--- config.mk ---
export PLATFORM = sky130hd
export DESIGN_NAME = ocp_bus_arbiter
export DESIGN_NICKNAME = d
export VERILOG_FILES = /design/src/rtl/ocp_bus_arbiter.sv
export SDC_FILE = /design/constraint.sdc
export NUM_CORES = 1
export LEC_CHECK = 0
export CORE_MARGIN = 10
export CORE_UTILIZATION = 29
export DETAILED_ROUTE_END_ITERATION = 7
export GPL_TIMING_DRIVEN = 1
export PLACE_DENSITY_LB_ADDON = 0.1
export RECOVER_POWER = 25
export SYNTH_ARGS = -nofsm -noshare
export SYNTH_HDL_FRONTEND = slang
export SYNTH_SLANG_ARGS = --single-unit
--- constraint.sdc ---
create_clock -name clk -period 1.99 [get_ports clk]
set_input_delay 0.398 -clock clk [delete_from_list [all_inputs] [get_ports clk]]
set_output_delay 0.398 -clock clk [all_outputs]
set_load 0.01 [all_outputs]
--- src/rtl/ocp_bus_arbiter.sv ---
// Two-master round-robin arbiter steering one OCP master onto the shared slave port.
// Latency: grant 1 cycle after request; 2-cycle turnaround (HANDOFF + IDLE) between grants.
// Backpressure: slave SCmdAccept/SResp pass straight back to the owner; a stalled slave trips the watchdog.
module ocp_bus_arbiter #(
    parameter int DATAWIDTH    = 8,
    parameter int ADDRESSWIDTH = 32,
    parameter int TIMEOUT      = 255
) (
    input  logic                    clk,
    input  logic                    rst,
    // master 0
    input  logic                    m0_req,
    input  logic [2:0]              m0_MCmd,
    input  logic [ADDRESSWIDTH-1:0] m0_MAddr,
    input  logic [DATAWIDTH-1:0]    m0_MData,
    input  logic                    m0_MDataValid,
    input  logic                    m0_MDataLast,
    input  logic                    m0_MRespAccept,
    output logic                    m0_SCmdAccept,
    output logic [1:0]              m0_SResp,
    output logic [DATAWIDTH-1:0]    m0_SData,
    output logic                    m0_SRespLast,
    // master 1
    input  logic                    m1_req,
    input  logic [2:0]              m1_MCmd,
    input  logic [ADDRESSWIDTH-1:0] m1_MAddr,
    input  logic [DATAWIDTH-1:0]    m1_MData,
    input  logic                    m1_MDataValid,
    input  logic                    m1_MDataLast,
    input  logic                    m1_MRespAccept,
    output logic                    m1_SCmdAccept,
    output logic [1:0]              m1_SResp,
    output logic [DATAWIDTH-1:0]    m1_SData,
    output logic                    m1_SRespLast,
    // slave side
    output logic [2:0]              MCmd,
    output logic [ADDRESSWIDTH-1:0] MAddr,
    output logic [DATAWIDTH-1:0]    MData,
    output logic                    MDataValid,
    output logic                    MDataLast,
    output logic                    MRespAccept,
    input  logic                    SCmdAccept,
    input  logic [1:0]              SResp,
    input  logic [DATAWIDTH-1:0]    SData,
    input  logic                    SRespLast,
    // status
    output logic                    gnt0,
    output logic                    gnt1,
    output logic                    timeout_err
);

    typedef enum logic [1:0] {IDLE, GNT0, GNT1, HANDOFF} state_t;

    localparam logic [7:0] TO_LIMIT = 8'(TIMEOUT);

    state_t     ps;
    logic       last_gnt;
    logic       mask0;
    logic       mask1;
    logic [7:0] wdog;

    logic elig0;
    logic elig1;
    logic owner_req;
    logic progress;

    // A master that was timed out stays ineligible until it drops its request.
    assign elig0     = m0_req & ~mask0;
    assign elig1     = m1_req & ~mask1;
    assign owner_req = (ps == GNT1) ? m1_req : m0_req;
    assign progress  = SCmdAccept | (SResp != 2'b00);

    // Arbitration FSM with watchdog, masks and registered grant/error outputs.
    always_ff @(posedge clk) begin
        if (rst) begin
            ps          <= IDLE;
            last_gnt    <= 1'b1;
            mask0       <= 1'b0;
            mask1       <= 1'b0;
            wdog        <= 8'd0;
            gnt0        <= 1'b0;
            gnt1        <= 1'b0;
            timeout_err <= 1'b0;
        end else begin
            timeout_err <= 1'b0;
            if (!m0_req) mask0 <= 1'b0;
            if (!m1_req) mask1 <= 1'b0;
            case (ps)
                IDLE: begin
                    // On a tie the master that did not own the bus last wins.
                    if (elig0 && (!elig1 || last_gnt)) begin
                        ps       <= GNT0;
                        gnt0     <= 1'b1;
                        last_gnt <= 1'b0;
                        wdog     <= 8'd0;
                    end else if (elig1) begin
                        ps       <= GNT1;
                        gnt1     <= 1'b1;
                        last_gnt <= 1'b1;
                        wdog     <= 8'd0;
                    end
                end
                GNT0, GNT1: begin
                    if (!owner_req) begin
                        // Voluntary release takes priority over a coincident timeout.
                        ps   <= HANDOFF;
                        gnt0 <= 1'b0;
                        gnt1 <= 1'b0;
                    end else if (progress) begin
                        wdog <= 8'd0;
                    end else if (wdog == TO_LIMIT) begin
                        ps          <= HANDOFF;
                        gnt0        <= 1'b0;
                        gnt1        <= 1'b0;
                        timeout_err <= 1'b1;
                        if (ps == GNT0) mask0 <= 1'b1;
                        else            mask1 <= 1'b1;
                    end else begin
                        wdog <= wdog + 8'd1;
                    end
                end
                HANDOFF: ps <= IDLE;
                default: ps <= IDLE;
            endcase
        end
    end

    // Steer the owning master to the slave and return slave responses only to it.
    always_comb begin
        MCmd          = 3'b000;
        MAddr         = '0;
        MData         = '0;
        MDataValid    = 1'b0;
        MDataLast     = 1'b0;
        MRespAccept   = 1'b0;
        m0_SCmdAccept = 1'b0;
        m0_SResp      = 2'b00;
        m0_SData      = '0;
        m0_SRespLast  = 1'b0;
        m1_SCmdAccept = 1'b0;
        m1_SResp      = 2'b00;
        m1_SData      = '0;
        m1_SRespLast  = 1'b0;
        if (ps == GNT0) begin
            MCmd          = m0_MCmd;
            MAddr         = m0_MAddr;
            MData         = m0_MData;
            MDataValid    = m0_MDataValid;
            MDataLast     = m0_MDataLast;
            MRespAccept   = m0_MRespAccept;
            m0_SCmdAccept = SCmdAccept;
            m0_SResp      = SResp;
            m0_SData      = SData;
            m0_SRespLast  = SRespLast;
        end else if (ps == GNT1) begin
            MCmd          = m1_MCmd;
            MAddr         = m1_MAddr;
            MData         = m1_MData;
            MDataValid    = m1_MDataValid;
            MDataLast     = m1_MDataLast;
            MRespAccept   = m1_MRespAccept;
            m1_SCmdAccept = SCmdAccept;
            m1_SResp      = SResp;
            m1_SData      = SData;
            m1_SRespLast  = SRespLast;
        end
    end

endmodule

==> impl_metrics.csv, run 1 <==
group,metric,value,unit
critical_path,r2r_slack,0.14,ns
critical_path,worstSetupEndpointType,"output pin",
critical_path,cp_cell_sequence,"inv_2 -> ha_4 -> buf_12 -> a22o_1 -> dlygate4sd2_1",
route,routed_wl,9980,µm
route,wl_met2,5300,µm
cts,cts_buffers,3,
cts,clkLatencyLatePin,0.26,ns
floorplan,die_area,9450,µm²
critical_path,critPathRequiredTime,1.59,ns
critical_path,cpPeakStageDelay,0.36,ns
timing,setup_violations,0,
floorplan,start_util,0.296,
logic_synthesis,ys_warn_count,0,
logic_synthesis,synth_seq_cells,16,
grt,grt_pass1_wl,15400,µm
finish,antenna_cells,0,
finish,final_cell_mix,"clkdlybuf4s50_1 (106), nand2_1 (90), o21ai_0 (41), and2_1 (24), clkbuf_2 (22)",
route,met1_length,4060,µm
finish,nets,590,
grt,grt_max_degree,34,
timing,worst_hold_slack,0.468,ns
grt,grt_pass1_vias,2547,
route,drtIter0Drc,104,
hold_path,holdCritPathClass,"flip-flop to flip-flop",
logic_synthesis,synth_area_leaders,"nand2_1 (20%), dfxtp_1 (19%), o21ai_0 (14%), and2_1 (9.4%), ha_1 (4.3%)",
floorplan,io_pins,181,
logic_synthesis,syn_nets,395,
route,vias,2644,
cts,cts_tree,"built",
route,dr.max_layer_used,"met4",
route,drc,0,
floorplan,die_x,97.2,µm
critical_path,r2r_start,"ps[0]$_SDFFE_PP0P_",
power_and_ir_drop,p_per_area,1090,nW/µm²
timing,hold_viol,0,
logic_synthesis,synth_top_area_frac,0.195,
cts,ctsHoldBuffers,0,
logic_synthesis,ys_types,39,
critical_path,crit_start,"ps[1]$_SDFFE_PP0P_",
timing,rsz0062_at_grt,"true",
cts,htreeDepth,1,
power_and_ir_drop,p_leak,1.58,nW
placement,hpwlAfterDp,8100,µm
timing,fmax,512,MHz
job,cap_violations,0,
grt,gr-total-overflow,0,
power_and_ir_drop,ir_worst_vdd,980,µV
route,routed_via_density,4.81,
finish,drive_gt1_frac,0.196,
route,drt_pass1_iterations,4,
placement,gp_congestion,0.885,
route,ant_nets,0,
finish,final_util,0.642,
finish,multi_input_area,1380,µm²
placement,place_inst,539,
route,avgRoutedWirePerCell,18.1,µm
timing,slew_violations,0,
grt,grt_usage,0.197,
floorplan,rows,28,
timing,period_minus_slack,1.95,ns
logic_synthesis,synth_area,1730,µm²
timing,fin_crit_sh,0.981,
critical_path,start_kind,"flip-flop",
cts,max-clock-path-buffers,2,
critical_path,slowest_stage,"dfxtp_2",
grt,antenna_found_initial,0,
finish,ff_latch_area,325,µm²
cts,clk_pin_slew,0.07,ns
floorplan,core_area,5850,µm²
finish,fillCellCount,526,
logic_synthesis,synth_top_cell_by_area,"nand2_1",
hold_path,hp-start,"wdog[7]$_SDFFE_PP0P_",
timing,worst_slew_pin_slew,0.274,ns
critical_path,setup.worst_path.end,"MCmd[2]",
logic_synthesis,synth-seq-area-share,0.185,
critical_path,cp_max_fo,27,
critical_path,crit_arrival,1.55,ns
critical_path,path_depth,5,
cts,cts_root_buf,"clkbuf_8",
cts,clock-sinks,16,
finish,area_growth,117,%
logic_synthesis,postSynthCellCount,281,
critical_path,path_buf_inv,3,
critical_path,cp_top_family,"buffers and inverters",
timing,skew,0.00424,ns
finish,final_common_cell,"clkdlybuf4s50_1",
critical_path,crit_type,"flip-flop to output pin",
logic_synthesis,syn-mean-instance-area,6.15,µm²
route,met3WireLength,560,µm
critical_path,reg2regPathDepth,9,
floorplan,fp.dieH,97.2,µm
finish,fin_cells,550,
critical_path,reg2reg_to,"wdog[1]$_SDFFE_PP0P_",
run_status,outcome,"finished clean",
timing,max_slew_margin,0.816,
placement,io_buffer_count,180,
-- registers in the layout, indices dropped and copies added, names as in the netlist --
register,cells
gnt0,1
mask1,1
wdog,8
last_gnt,1
ps,2
timeout_err,1
gnt1,1
mask0,1
-- per-stage QoR --
step,setup WS (ns),power (mW),setup TNS [ns],instance area (µm²)
CTS,-0.0863,4.13,-0.414,3860
global placement,-0.192,3.80,-5.10,3740
detailed placement,-0.240,3.83,-5.93,3740
finish,0.0374,4.09,0,3760
floorplan,0.184,1.96,0,1730
global route,-0.0154,4.41,-0.0205,3760
-- layout make-up --
type | instances | share of cell area
multi-input cells | 240 | 0.367
well taps | 75 | 0.0250
flip-flops and latches | 16 | 0.0866
repair buffers | 208 | 0.500
clock buffers | 4 | 0.0146
inverters | 7 | 0.00699
-- layer usage --
| metal | GRT usage | up-vias |
|---|---|---|
| li1 | - | 1335 |
| met1 | 0.219 | 1206 |
| met2 | 0.374 | 98 |
| met3 | 0.0441 | 5 |
| met4 | 0.0336 | 0 |
| met5 | 0 | - |
-- logic make-up (layout without fill, tap and decap cells) --
group           Yosys count  in the layout  synth area share
simple gates            153            153             0.430
compound gates           77             77             0.263
buf+inv                  25            219            0.0557
flops                    16             16             0.185
fa+ha+maj                 6              6            0.0434
mux                       4              4            0.0232
-- power by group --
group	switching (mW)	internal [mW]	total, mW	leakage (nW)
clock network	0.127	0.176	0.303	0.0288
registers	0.0522	0.380	0.432	0.131
logic	1.74	1.61	3.35	1.42
total	1.92	2.17	4.09	1.58
-- timing repair --
action                     4_1_cts  5_1_grt
setup endpoints to repair       70       66
cloned                           2        0
setup buffers                    6        1
pin swaps                        0        5
resized for setup              157      100
-- Yosys cell counts (all sizes together) --
cell and n:
nand2 90, o21ai 52, and2 26, dfxtp 16, clkbuf 14, nor2 8, nor2b 8, inv 7
a21oi 6, a22o 6, ha 6, nand2b 5, nand3 5, buf 4, mux2i 4, a31oi 3
nand4 3, a311oi 2, and3 2, nand3b 2, nor3 2, o31ai 2, a211o 1, a211oi 1
a21o 1, a22oi 1, and4 1, nor3b 1, o21a 1, o22ai 1
-- how the worst min path moves through the flow --
stage	endpoint	cells past startpoint
6_report	wdog[7]$_SDFFE_PP0P_	1
5_1_grt	mask1$_SDFF_PP0_	2
4_1_cts	wdog[7]$_SDFFE_PP0P_	1
3_5_place_dp	mask1$_SDFF_PP0_	2
3_3_place_gp	wdog[7]$_SDFFE_PP0P_	1
2_1_floorplan	wdog[7]$_SDFFE_PP0P_	1
(Power assumes the default switching activity.)
==> run 2: changes to the inputs <==
Settings changed: GPL_TIMING_DRIVEN 1 to 0.
Clock period 1.99 ns to 1.8 ns, I/O delays scaled along.
==> run 2 against run 1 <==
The flow now finishes with violations (setup timing). Clock power increased by 9.6%. Worst hold slack got worse by 0.023 ns. Sequential power increased by 12%. Critical path type unchanged. Largest power group unchanged.
==> impl_metrics.csv, run 2 (synthesized netlist as in run 1, its figures left out) <==
group,metric,value,unit
finish,final_util,0.689,
grt,grt_pass1_vias,2496,
floorplan,io_pins,181,
placement,io_buffer_count,180,
finish,fin_cells,560,
floorplan,start_util,0.296,
power_and_ir_drop,p_per_area,1300,nW/µm²
timing,worst_slew_pin_slew,0.403,ns
power_and_ir_drop,ir_worst_vdd,806,µV
finish,fillCellCount,484,
critical_path,crit_type,"flip-flop to output pin",
critical_path,crit_arrival,1.54,ns
floorplan,fp.dieH,97.2,µm
grt,gr-total-overflow,0,
floorplan,die_area,9450,µm²
finish,area_growth,133,%
placement,hpwlAfterDp,7990,µm
floorplan,core_area,5850,µm²
cts,ctsHoldBuffers,0,
finish,top_register,"wdog",
timing,rsz0062_at_grt,"true",
finish,nets,600,
cts,clock-sinks,16,
critical_path,worstSetupEndpointType,"output pin",
cts,htreeDepth,1,
timing,setup_slack,-0.104,ns
timing,fin_crit_sh,1.06,
finish,multi_input_area,1540,µm²
grt,antenna_found_initial,0,
floorplan,rows,28,
placement,gp_congestion,0.918,
cts,clkLatencyLatePin,0.26,ns
timing,setup_violations,47,
critical_path,cpPeakStageDelay,0.36,ns
cts,cts_root_buf,"clkbuf_8",
timing,hold_viol,0,
route,vias,2720,
timing,max_slew_margin,0.728,
critical_path,cp_common_cell,"buf_6",
job,cap_violations,0,
route,drc,0,
route,routed_via_density,4.86,
timing,worst_hold_slack,0.445,ns
route,routed_wl,10200,µm
grt,grt_usage,0.197,
timing,period_minus_slack,1.90,ns
grt,grt_pass1_wl,15300,µm
finish,final_cell_mix,"clkdlybuf4s50_1 (105), nand2_1 (80), buf_2 (53), o21ai_0 (24), buf_6 (22)",
run_status,violations,"setup timing",
power_and_ir_drop,finalPower,5.23,mW
finish,largest_reg_flops,8,
finish,top_regs,"wdog: 8 flops, ps: 2 flops",
timing,tns,-2.37,ns
route,avgRoutedWirePerCell,18.3,µm
timing,fmax,525,MHz
floorplan,die_x,97.2,µm
critical_path,start_kind,"flip-flop",
cts,cts_tree,"built",
power_and_ir_drop,p_leak,1.80,nW
finish,antenna_cells,0,
timing,slew_violations,0,
finish,final_common_cell,"clkdlybuf4s50_1",
placement,place_inst,536,
cts,cts_buffers,3,
critical_path,cp_max_fo,8,
finish,ff_latch_area,329,µm²
route,ant_nets,0,
critical_path,slowest_stage,"dfxtp_4",
grt,grt_max_degree,11,
route,drt_pass1_iterations,5,
cts,max-clock-path-buffers,2,
cts,clk_pin_slew,0.07,ns
hold_path,holdCritPathClass,"flip-flop to flip-flop",
critical_path,critPathRequiredTime,1.44,ns
timing,skew,0.00677,ns
finish,drive_gt1_frac,0.338,
critical_path,cp_cell_sequence,"buf_6 -> ha_4 -> buf_6 -> nor2b_4 -> buf_6 -> a22o_1 -> buf_6",
run_status,outcome,"finished, violations left",
route,drtIter0Drc,81,
==> run 2: path summary, 6_finish.rpt <==
path	endpoint	from	cells past startpoint	slack (ns)
min reg2reg	wdog[7]$_SDFFE_PP0P_	wdog[7]$_SDFFE_PP0P_	1	0.44
max reg2reg	wdog[7]$_SDFFE_PP0P_	ps[0]$_SDFFE_PP0P_	8	0.04
min	wdog[7]$_SDFFE_PP0P_	wdog[7]$_SDFFE_PP0P_	1	0.44
max	MCmd[2]	ps[0]$_SDFFE_PP0P_	7	-0.10
==> run 2: report_power, final <==
group | switching, mW | internal [mW]
clock network | 0.137 | 0.195
registers | 0.0587 | 0.425
logic | 2.19 | 2.22
total | 2.39 | 2.84
==> run 2: metal layers <==
layer | up-vias | share of wire | global-route usage
li1 | 1356 | - | -
met1 | 1249 | 0.39 | 0.225
met2 | 108 | 0.53 | 0.359
met3 | 7 | 0.067 | 0.0477
met4 | 0 | 0.0093 | 0.0414
met5 | - | 0 | 0
==> run 2: area by class of cell <==
type / count / share of cell area
Timing Repair Buffer: 202 / 0.446
Multi-Input combinational cell: 240 / 0.381
Sequential cell: 16 / 0.0816
Buffer: 16 / 0.0450
Tap cell: 75 / 0.0233
Clock buffer: 4 / 0.0137
Inverter: 7 / 0.00900
==> run 2: stage by stage <==
| step | cell area (µm²) | setup WS (ns) |
|---|---|---|
| floorplan | 1730 | 0.0324 |
| global placement | 3620 | -0.827 |
| detailed placement | 3620 | -0.828 |
| CTS | 3710 | -0.119 |
| global route | 4030 | -0.156 |
| finish | 4030 | -0.104 |
==> run 2: what timing repair did <==
action                     4_1_cts  5_1_grt
resized for setup              378       94
hold endpoints to repair         0        0
pin swaps                        6       19
setup buffers                    8        9
cloned                           3        2
setup endpoints to repair       82       76
==> run 2: critical path: cells and delay by family, from the launching register on <==
family / cells / cell delay [ns]
flops: 1 / 0.36
simple gates: 1 / 0.11
fa+ha+maj: 1 / 0.18
buf+inv: 4 / 0.47
compound gates: 1 / 0.15
==> run 3: changes to the inputs <==
Settings changed: ABC_CLOCK_PERIOD_IN_PS from default to 1800, CORE_ASPECT_RATIO from default to 1.75.
==> run 3 against run 2 <==
The flow still finishes with violations (setup timing). Final cell count unchanged. Die area is 1.3% higher. Clock skew is 0.0028 ns lower. Core utilization is 2.8 points higher. Cell area up 3.8%. Register-to-register slack gained 0.02 ns. Fmax fell by 1.6%. Non-clock buffer count fell by 3. Total power is 7.5% higher. Critical path type unchanged. Largest cell class unchanged. Highest routed layer unchanged.
==> impl_metrics.csv, run 3 (synthesized netlist as in run 1, its figures left out) <==
group,metric,value,unit
hold_path,holdPathEnd,"wdog[7]$_SDFFE_PP0P_",
finish,nets,597,
timing,period_minus_slack,1.93,ns
power_and_ir_drop,ir_worst_vdd,1290,µV
finish,fin_cells,560,
timing,worst_slew_pin_slew,0.471,ns
critical_path,crit_arrival,1.57,ns
timing,setup_violations,55,
timing,slew_violations,0,
finish,antenna_cells,0,
critical_path,reg2reg_to,"mask1$_SDFF_PP0_",
critical_path,reg2regPathDepth,7,
cts,cts_tree,"built",
grt,antenna_found_initial,0,
power_and_ir_drop,finalPower,5.62,mW
finish,area_growth,142,%
timing,max_slew_margin,0.686,
critical_path,critPathRequiredTime,1.44,ns
placement,io_buffer_count,180,
finish,final_common_cell,"clkdlybuf4s50_1",
hold_path,holdCritPathClass,"flip-flop to flip-flop",
timing,fin_crit_sh,1.07,
critical_path,cp_cell_sequence,"buf_6 -> ha_4 -> buf_8 -> clkbuf_16 -> nand2_1 -> o21ai_1 -> buf_2",
route,avgRoutedWirePerCell,19.2,µm
run_status,outcome,"finished, violations left",
route,drt_pass1_iterations,4,
grt,grt_pass1_wl,15300,µm
cts,clk_pin_slew,0.07,ns
route,routed_wl,10800,µm
hold_path,hp-start,"wdog[7]$_SDFFE_PP0P_",
power_and_ir_drop,p_per_area,1340,nW/µm²
cts,cts_buffers,3,
timing,tns,-3.87,ns
power_and_ir_drop,p_leak,1.84,nW
placement,gp_congestion,0.863,
finish,top_register,"wdog",
route,drtIter0Drc,145,
floorplan,die_area,9570,µm²
hold_path,worstHoldPathCells,1,
route,drc,0,
timing,rsz0062_at_grt,"true",
grt,gr-total-overflow,0,
floorplan,die_x,78.4,µm
critical_path,cp_top_family,"buffers and inverters",
floorplan,core_area,5830,µm²
floorplan,rows,37,
route,routed_via_density,4.90,
critical_path,r2r_start,"ps[0]$_SDFFE_PP0P_",
timing,hold_viol,0,
timing,skew,0.00394,ns
grt,grt_max_degree,11,
finish,final_cell_mix,"clkdlybuf4s50_1 (103), nand2_1 (62), buf_2 (42), o21ai_1 (32), buf_6 (28)",
cts,max-clock-path-buffers,2,
route,ant_nets,0,
route,vias,2745,
timing,fmax,517,MHz
floorplan,start_util,0.296,
finish,fillCellCount,483,
cts,cts_root_buf,"clkbuf_8",
job,cap_violations,0,
critical_path,start_kind,"flip-flop",
cts,htreeDepth,1,
grt,grt_usage,0.201,
floorplan,fp.dieH,122,µm
critical_path,cpPeakStageDelay,0.37,ns
timing,setup_slack,-0.134,ns
cts,clock-sinks,16,
cts,ctsHoldBuffers,0,
critical_path,cp_max_fo,8,
placement,hpwlAfterDp,8500,µm
cts,clkLatencyLatePin,0.25,ns
finish,top_regs,"wdog: 8 flops, ps: 2 flops",
finish,drive_gt1_frac,0.373,
run_status,violations,"setup timing",
critical_path,path_buf_inv,4,
critical_path,slowest_stage,"dfxtp_4",
floorplan,io_pins,181,
critical_path,worstSetupEndpointType,"output pin",
critical_path,crit_type,"flip-flop to output pin",
grt,grt_pass1_vias,2505,
placement,place_inst,539,
timing,worst_hold_slack,0.454,ns
finish,largest_reg_flops,8,
critical_path,r2r_slack,0.06,ns
## run 3: cell count changes in the layout (fill, tap and decap cells not counted), moves of 9 or more
cell	delta
buf_4	-9
buf_2	-11
nand2_1	-18
o21ai_1	+13
nand2_2	+18
o21ai_0	-12
## run 3: per-layer routing
layer  vias to the layer above  track usage  share of wire
met2                       136        0.381           0.54
li1                       1348            -              -
met4                         0       0.0270         0.0059
met1                      1252        0.219           0.37
met5                         -            0              0
met3                         9       0.0560          0.082
## run 3: worst max-delay path by stage
stage,start,endpoint,slack (ns),depth (start not counted)
after global routing,ps[0]$_SDFFE_PP0P_,MAddr[7],-0.18,7
after floorplan,ps[1]$_SDFFE_PP0P_,MAddr[22],0.03,7
after detailed placement,ps[1]$_SDFFE_PP0P_,MAddr[6],-0.88,8
final,ps[0]$_SDFFE_PP0P_,MAddr[3],-0.13,7
after global placement,ps[1]$_SDFFE_PP0P_,MAddr[5],-0.85,8
after CTS,ps[0]$_SDFFE_PP0P_,MRespAccept,-0.14,7
## run 3: stage by stage
step / instance area [µm²] / setup WS, ns / util
final: 4190 / -0.134 / 0.718
after global routing: 4190 / -0.176 / 0.718
after CTS: 3870 / -0.142 / 0.664
after detailed placement: 3630 / -0.883 / 0.622
after global placement: 3630 / -0.851 / 0.622
after floorplan: 1730 / 0.0324 / -
## run 3: area by class of cell
type	instances	area, µm²	area share
buffer	15	216	0.0517
clock buffer	4	55.1	0.0132
inverter	7	36.3	0.00867
multi-input combinational	240	1590	0.380
sequential	16	329	0.0786
tap	78	97.6	0.0233
timing repair buffer	200	1860	0.445
## run 3: power breakdown
| part | leakage [nW] | total [mW] | switching [mW] | internal [mW] |
|---|---|---|---|---|
| clock | 0.0288 | 0.319 | 0.125 | 0.194 |
| sequential | 0.132 | 0.489 | 0.0643 | 0.425 |
| combinational | 1.68 | 4.81 | 2.34 | 2.47 |
| total | 1.84 | 5.62 | 2.53 | 3.09 |
## run 3: repair_timing
item	CTS	global route
pin swaps	8	21
setup buffers	8	6
setup endpoints to repair	79	81
resized for setup	408	112
cloned	5	1
